File: src/rtl/beta_seq_ctrl.sv
`default_nettype none
// ============================================================================
// Module      : beta_seq_ctrl
// Description : Multi-cycle FETCH/EXEC/MEM/WB sequencer for the Beta datapath
//               with one shared memory port, interrupt and bus-timeout traps.
// Revision    : 1.0 - initial release
// ============================================================================
module beta_seq_ctrl #(
    parameter int WAIT_MAX = 255,
    parameter int CNT_W    = 32
) (
    input  logic             clk,
    input  logic             reset,
    input  logic             irq,
    input  logic             pc_super,
    input  logic             cu_moe,
    input  logic             cu_mwr,
    input  logic             cu_werf,
    input  logic [2:0]       cu_pcsel,
    input  logic             cu_wasel,
    input  logic [1:0]       cu_wdsel,
    input  logic             mem_ack,
    output logic             mem_req,
    output logic             mem_we,
    output logic             addr_sel,
    output logic             ir_load,
    output logic             pc_en,
    output logic             werf_out,
    output logic [2:0]       pcsel_out,
    output logic             wasel_out,
    output logic [1:0]       wdsel_out,
    output logic             bus_err,
    output logic [CNT_W-1:0] retired
);

    typedef enum logic [1:0] {
        S_FETCH = 2'd0,
        S_EXEC  = 2'd1,
        S_MEM   = 2'd2,
        S_WB    = 2'd3
    } state_t;

    localparam logic [7:0] c_wait_last    = 8'(WAIT_MAX - 1);
    localparam logic [2:0] c_pcsel_illop  = 3'b011;
    localparam logic [2:0] c_pcsel_irq    = 3'b100;

    state_t           state_q, state_d;
    logic [7:0]       wait_cnt_q, wait_cnt_d;
    logic             run_q, run_d;
    logic             irq_pend_q, irq_pend_d;
    logic             bus_err_q, bus_err_d;
    logic             fault_q, fault_d;
    logic [CNT_W-1:0] retired_q, retired_d;

    always_ff @(posedge clk) begin
        if (reset) begin
            state_q    <= S_FETCH;
            wait_cnt_q <= 8'd0;
            run_q      <= 1'b0;
            irq_pend_q <= 1'b0;
            bus_err_q  <= 1'b0;
            fault_q    <= 1'b0;
            retired_q  <= '0;
        end else begin
            state_q    <= state_d;
            wait_cnt_q <= wait_cnt_d;
            run_q      <= run_d;
            irq_pend_q <= irq_pend_d;
            bus_err_q  <= bus_err_d;
            fault_q    <= fault_d;
            retired_q  <= retired_d;
        end
    end

    // run_q holds every strobe low for the first cycle after reset, so a
    // reset in the middle of a transfer always drops mem_req for a cycle.
    always_comb begin
        state_d    = state_q;
        wait_cnt_d = wait_cnt_q;
        run_d      = 1'b1;
        irq_pend_d = irq_pend_q | irq;
        bus_err_d  = bus_err_q;
        fault_d    = fault_q;
        retired_d  = retired_q;
        mem_req    = 1'b0;
        mem_we     = 1'b0;
        addr_sel   = 1'b0;
        ir_load    = 1'b0;
        pc_en      = 1'b0;
        werf_out   = 1'b0;
        pcsel_out  = 3'b000;
        wasel_out  = 1'b0;
        wdsel_out  = 2'b00;

        if (run_q) begin
            case (state_q)
                S_FETCH, S_MEM: begin
                    mem_req  = 1'b1;
                    addr_sel = (state_q == S_MEM);
                    mem_we   = (state_q == S_MEM) & cu_mwr;
                    if (mem_ack) begin
                        ir_load = (state_q == S_FETCH);
                        state_d = (state_q == S_FETCH) ? S_EXEC : S_WB;
                    end else begin
                        wait_cnt_d = wait_cnt_q + 8'd1;
                        if (wait_cnt_q == c_wait_last) begin
                            bus_err_d = 1'b1;
                            fault_d   = 1'b1;
                            state_d   = S_WB;
                        end
                    end
                end
                S_EXEC: begin
                    if (cu_moe | cu_mwr) begin
                        wait_cnt_d = 8'd0;
                        state_d    = S_MEM;
                    end else begin
                        state_d    = S_WB;
                    end
                end
                S_WB: begin
                    pc_en = 1'b1;
                    // A bus fault takes precedence; a pending irq survives it.
                    if (fault_q) begin
                        werf_out  = 1'b1;
                        pcsel_out = c_pcsel_illop;
                        wasel_out = 1'b1;
                        wdsel_out = 2'b00;
                    end else if (irq_pend_q && !pc_super) begin
                        werf_out   = 1'b1;
                        pcsel_out  = c_pcsel_irq;
                        wasel_out  = 1'b1;
                        wdsel_out  = 2'b00;
                        irq_pend_d = irq;
                    end else begin
                        werf_out  = cu_werf;
                        pcsel_out = cu_pcsel;
                        wasel_out = cu_wasel;
                        wdsel_out = cu_wdsel;
                    end
                    if (!fault_q) begin
                        retired_d = retired_q + CNT_W'(1);
                    end
                    fault_d    = 1'b0;
                    wait_cnt_d = 8'd0;
                    state_d    = S_FETCH;
                end
                default: state_d = S_FETCH;
            endcase
        end
    end

    assign bus_err = bus_err_q;
    assign retired = retired_q;

endmodule
`default_nettype wire

File: config.mk
export PLATFORM = sky130hd
export DESIGN_NAME = beta_seq_ctrl
export DESIGN_NICKNAME = d
export VERILOG_FILES = /design/src/rtl/beta_seq_ctrl.sv
export SDC_FILE = /design/constraint.sdc
export NUM_CORES = 1
export LEC_CHECK = 0
export ABC_AREA = 0
export CORE_MARGIN = 4
export CORE_UTILIZATION = 50
export CTS_CLUSTER_DIAMETER = 150
export DETAILED_ROUTE_END_ITERATION = 7
export DONT_BUFFER_PORTS = 1
export MAX_ROUTING_LAYER = met4
export PLACE_DENSITY_LB_ADDON = 0.15
export SYNTH_ARGS = -nofsm -noshare
export SYNTH_HDL_FRONTEND = slang
export SYNTH_SLANG_ARGS = --single-unit
File: constraint.sdc
create_clock -name clk -period 1.75 [get_ports clk]
set_input_delay 0.0875 -clock clk [delete_from_list [all_inputs] [get_ports clk]]
set_output_delay 0.0875 -clock clk [all_outputs]
set_load 0.02 [all_outputs]
== After elaboration in Yosys (flattened, before gate mapping) ==
Index checks and enable logic that the tools add are counted.

* Add/sub/neg operators: 2
* Eq/ne operators: 8
* Mux-type cells: 43
* Bitwise logic cells: 5
* Reduce and logical (&&, ||, !) cells: 10

{| class="wikitable"
|+ Operators with widths
! operator !! number
|-
| adder 32 x 1 -> 32 bit (second input constant) || 1
|-
| two-way mux 1 bit || 27
|-
| one-hot mux 8 bit (3 select lines) || 1
|-
| two-way mux 8 bit || 2
|-
| two-way mux 2 bit || 7
|-
| two-way mux 3 bit || 4
|-
| adder 8 x 1 -> 8 bit (second input constant) || 1
|-
| equality test 8 bit (second input constant) || 1
|-
| AND reduction 4 bit || 2
|-
| inequality test 2 bit (second input constant) || 3
|-
| one-hot mux 2 bit (3 select lines) || 1
|-
| AND reduction 3 bit || 2
|-
| equality test 2 bit (second input constant) || 2
|-
| inequality test 3 bit (second input constant) || 1
|-
| equality test 2 x 1 -> 1 bit (second input constant) || 1
|-
| zero test 2 bit || 1
|-
| NOT 1 bit || 2
|-
| bitwise OR 1 bit || 2
|-
| one-hot mux 1 bit (2 select lines) || 1
|-
| AND reduction 2 bit || 1
|-
| nonzero test 2 bit || 1
|-
| OR reduction 2 bit || 1
|-
| bitwise AND 1 bit || 1
|-
| logical AND 1 bit || 1
|-
| zero test 1 bit || 1
|}

* Register bits after elaboration: 46
* Bits of input ports: 14
* Word-level logic and storage cells: 75

== Depth between registers and ports, before layout ==
* Word-level depth: 6
* Mapped depth: 7
* Depth with buffers taken out: 6

== Least setup slack after synthesis ==
No wires, ideal clock.

* Path type: register -> register
* Start: register retired_q[14], in the netlist retired[14]
* End: register retired_q[26], in the netlist retired[26]
* Setup time: 0.070 ns
* Data arrival time: 1.928 ns
* Path slack: -0.249 ns
* Cell stages (with the launch flop): 7
* Buffers on the path: 2
* Period minus slack after synthesis: 1.999 ns
* Cells stage by stage: dfxtp_1 > buf_2 > inv_1 > or4_1 > buf_2 > or4_1 > a21oi_1

* Longest elaborated chain between the ends: 1

{| class="wikitable"
|+ RTL lines
! item !! line !! source
|-
| start, declared || 53 || <nowiki>logic [CNT_W-1:0] retired_q, retired_d;</nowiki>
|-
| start signal, assigned || 71 || <nowiki>retired_q <= retired_d;</nowiki>
|-
| adder 32 x 1 -> 32 bit || 142 || <nowiki>retired_d = retired_q + CNT_W'(1);</nowiki>
|}

No other way between the ends.
A chain may end at the register's enable or synchronous reset.

== Worst setup path in the final report ==
* Start: register retired_q[11], in the netlist retired[11]
* End: register retired_q[28], in the netlist retired[28]

The elaborated chain is that of the path after synthesis.

==> results.yml <==
floorplan:
  die-area_sq_um: 5832
  fp-row-count: 24
  die_x_microns: 76.37
  dieHeight_microns: 76.37
  start_util: 0.5259
  core_sq_um: 4444
  io_pins: 59
run_status:
  status: "finished with violations"
  violations: "negative setup slack"
yosys:
  synth_edf_count: 0
  synth_top_area_cell: "dfxtp_1"
  syn_inst: 283
  synth.avg_cell_area_sq_um: 8.259
  synthDistinctLibCells: 40
  ys_ff_latch: 46
  synthesis.nets: 300
  synth_top_area_share: 0.3940
  synth_area_leaders: "dfxtp_1 39%, a21oi_1 6.9%, or4_1 6.4%, o31ai_1 6.1%, nand4_1 3.5%"
  ys_seq_area_frac: 0.3940
  synthFlopType: "dfxtp_1"
  yosysWarningCount: 0
  async_reset_ff_frac: 0
  synth_area_sq_um: 2337
worst_setup_path:
  crit_top_cell: "or4_4"
  path_class: "reg2reg"
  cpMaxStageDelayCell: "or4_4"
  cp_max_fo: 3
  max_stage_delay_ps: 540
  worstPathRequired_ps: 2000
  worst-path-buf-inv: 1
  critPathArrivalTime_ps: 2050
  cpLargestDelayFamily: "simple AND/OR/NAND/NOR gates"
  worstSetupEndpointType: "flop"
  crit_chain: "nand4_1 -> buf_6 -> or4_4 -> or4_4 -> a21oi_2"
  cp-start-kind: "flop"
clock_tree:
  cts_buffers: 5
  clk_latency_ps: 310
  path_clk_slew_ps: 100
  clock_sinks: 46
  cts_tree: "yes"
  cts_max_level: 2
  ctsRootBufferMaster: "clkbuf_8"
  clock_path_buffers: 2
placement:
  dp_worst_setup_slack_ps: -103.6
  placed_area_sq_um: 2731
  portBuffers: 0
  place.gp.congestion: 0.8520
  dp_hpwl_microns: 4284
final_layout:
  layout_common_cells: "52 x buf_4, 29 x a21oi_1, 27 x dfxtp_1"
  nFillCells: 380
  fin_nets: 348
  syn2layout_area_growth_pct: 29.28
  multi_input_area_sq_um: 1359
  n_antenna_cell: 0
  layout_commonest_cell: "buf_4"
  final_cell_area_sq_um: 3022
  drive_gt1_frac: 0.3163
  regArea_sq_um: 969.7
global_routing:
  grt_pass1_wl_microns: 10120
  antenna_found_initial: 0
  grt_max_degree: 35
  grt.total_usage: 0.2157
  grt-ovfl-total: 0
  grt_pass1_vias: 2138
timing:
  rsz0062_at_grt: "true"
  tightest_slew_ps: 513.3
  hold_viol_final: 0
  maxSlewViolCount: 0
  setup_tns_ps: -52.17
  setup_violations: 2
  max_freq_mhz: 555.6
  fin_ws_ps: -49.96
  slew_headroom: 0.6529
  clock_skew_ps: 11.44
  finalCriticalPeriod_ps: 1800
  period_share: 1.029
power_and_ir_drop:
  p_per_area_nw_per_um2: 672.5
  p_leak_uw: 0.001057
  peakVddDrop_uv: 477.9
route:
  vias_per_cell: 6.089
  first_pass_iters: 4
  antenna_left: 0
  via_count: 2338
  drc: 0
  drt_iter0_drc: 182
  wl_microns: 6354
  wl_per_cell_microns: 16.55
hold_path:
  hold_path_class: "in2reg"
flow_run:
  max-cap-violations: 0
what timing repair did:
action | in CTS | in global routing
hold endpoints to repair | 36 | 0
setup endpoints to repair | 8 | 16
pin swaps | 6 | 6
buffers inserted | 5 | 2
gates resized for setup | 4 | 17
gates cloned | 0 | 1
hold buffers | 3 | 0
worst reg2reg max path: stages (launching register included):
cell and delay [ps]:
dfxtp_4 350, nand4_1 150, buf_6 170, or4_4 540
or4_4 430, a21oi_2 120
worst paths after layout:
path         slack (ps)  cells after the start          start             to
max                 -50                      5    retired[11]    retired[28]
min                  10                      2          reset     retired[6]
max reg2reg         -50                      5    retired[11]    retired[28]
min reg2reg         490                      2  wait_cnt_q[5]  wait_cnt_q[5]
kinds of logic after synthesis:
| logic type | after synthesis | share of synthesized area |
|---|---|---|
| flops | 46 | 0.3940 |
| buf+inv | 27 | 0.04711 |
| fa+ha+maj | 3 | 0.01606 |
| mux | 1 | 0.004818 |
| simple gates | 129 | 0.3271 |
| compound gates | 66 | 0.1697 |
| xor+xnor | 11 | 0.04122 |
Yosys cell counts, types with 5 or more instances:
| cell | n |
|---|---|
| a21oi_1 | 32 |
| nor2_1 | 19 |
| or4_1 | 20 |
| buf_2 | 6 |
| or3_1 | 9 |
| dfxtp_1 | 46 |
| nand2_1 | 16 |
| xnor2_1 | 9 |
| nor3_1 | 6 |
| clkbuf_1 | 10 |
| o21ai_0 | 9 |
| o31ai_1 | 19 |
| and3_1 | 5 |
| inv_1 | 10 |
| nand4_1 | 13 |
| nand3_1 | 12 |
power breakdown:
group	internal (uW)	switching (uW)	leakage, uW
logic	36.4	56.1	0.000607
clock network	515	374	0.0000665
registers	1040	10.1	0.000384
total	1590	441	0.00106
layout make-up:
| cell class | count | share of cell area |
|---|---|---|
| well taps | 52 | 0.02153 |
| clock inverters | 2 | 0.01284 |
| clock buffers | 6 | 0.03106 |
| flip-flops and latches | 46 | 0.3209 |
| repair buffers | 58 | 0.1516 |
| multi-input cells | 210 | 0.4497 |
| inverters | 10 | 0.01242 |
per-stage QoR:
step           total power (uW)  utilization  hold slack [ps]  instances
2_1_floorplan              1138            -            204.9        283
3_3_place_gp               1142       0.6146            154.6        365
3_5_place_dp               1144       0.6146            156.1        365
4_1_cts                    2046       0.6641            14.49        381
5_1_grt                    2106       0.6799            37.94        384
6_report                   2032       0.6799            12.74        384
sequential cells by signal (all words and copies together), names as in the netlist:
name,count
wait_cnt_q,8
fault_q,1
run_q,1
irq_pend_q,1
bus_err,1
state_q,2
retired,32
per-layer routing:
layer | track usage | part of all wire
met1 | 0.2631 | 0.44
met2 | 0.3471 | 0.49
met3 | 0.05792 | 0.059
met4 | 0.06884 | 0.011
met5 | - | 0
Power figures use the tool's default switching activity.
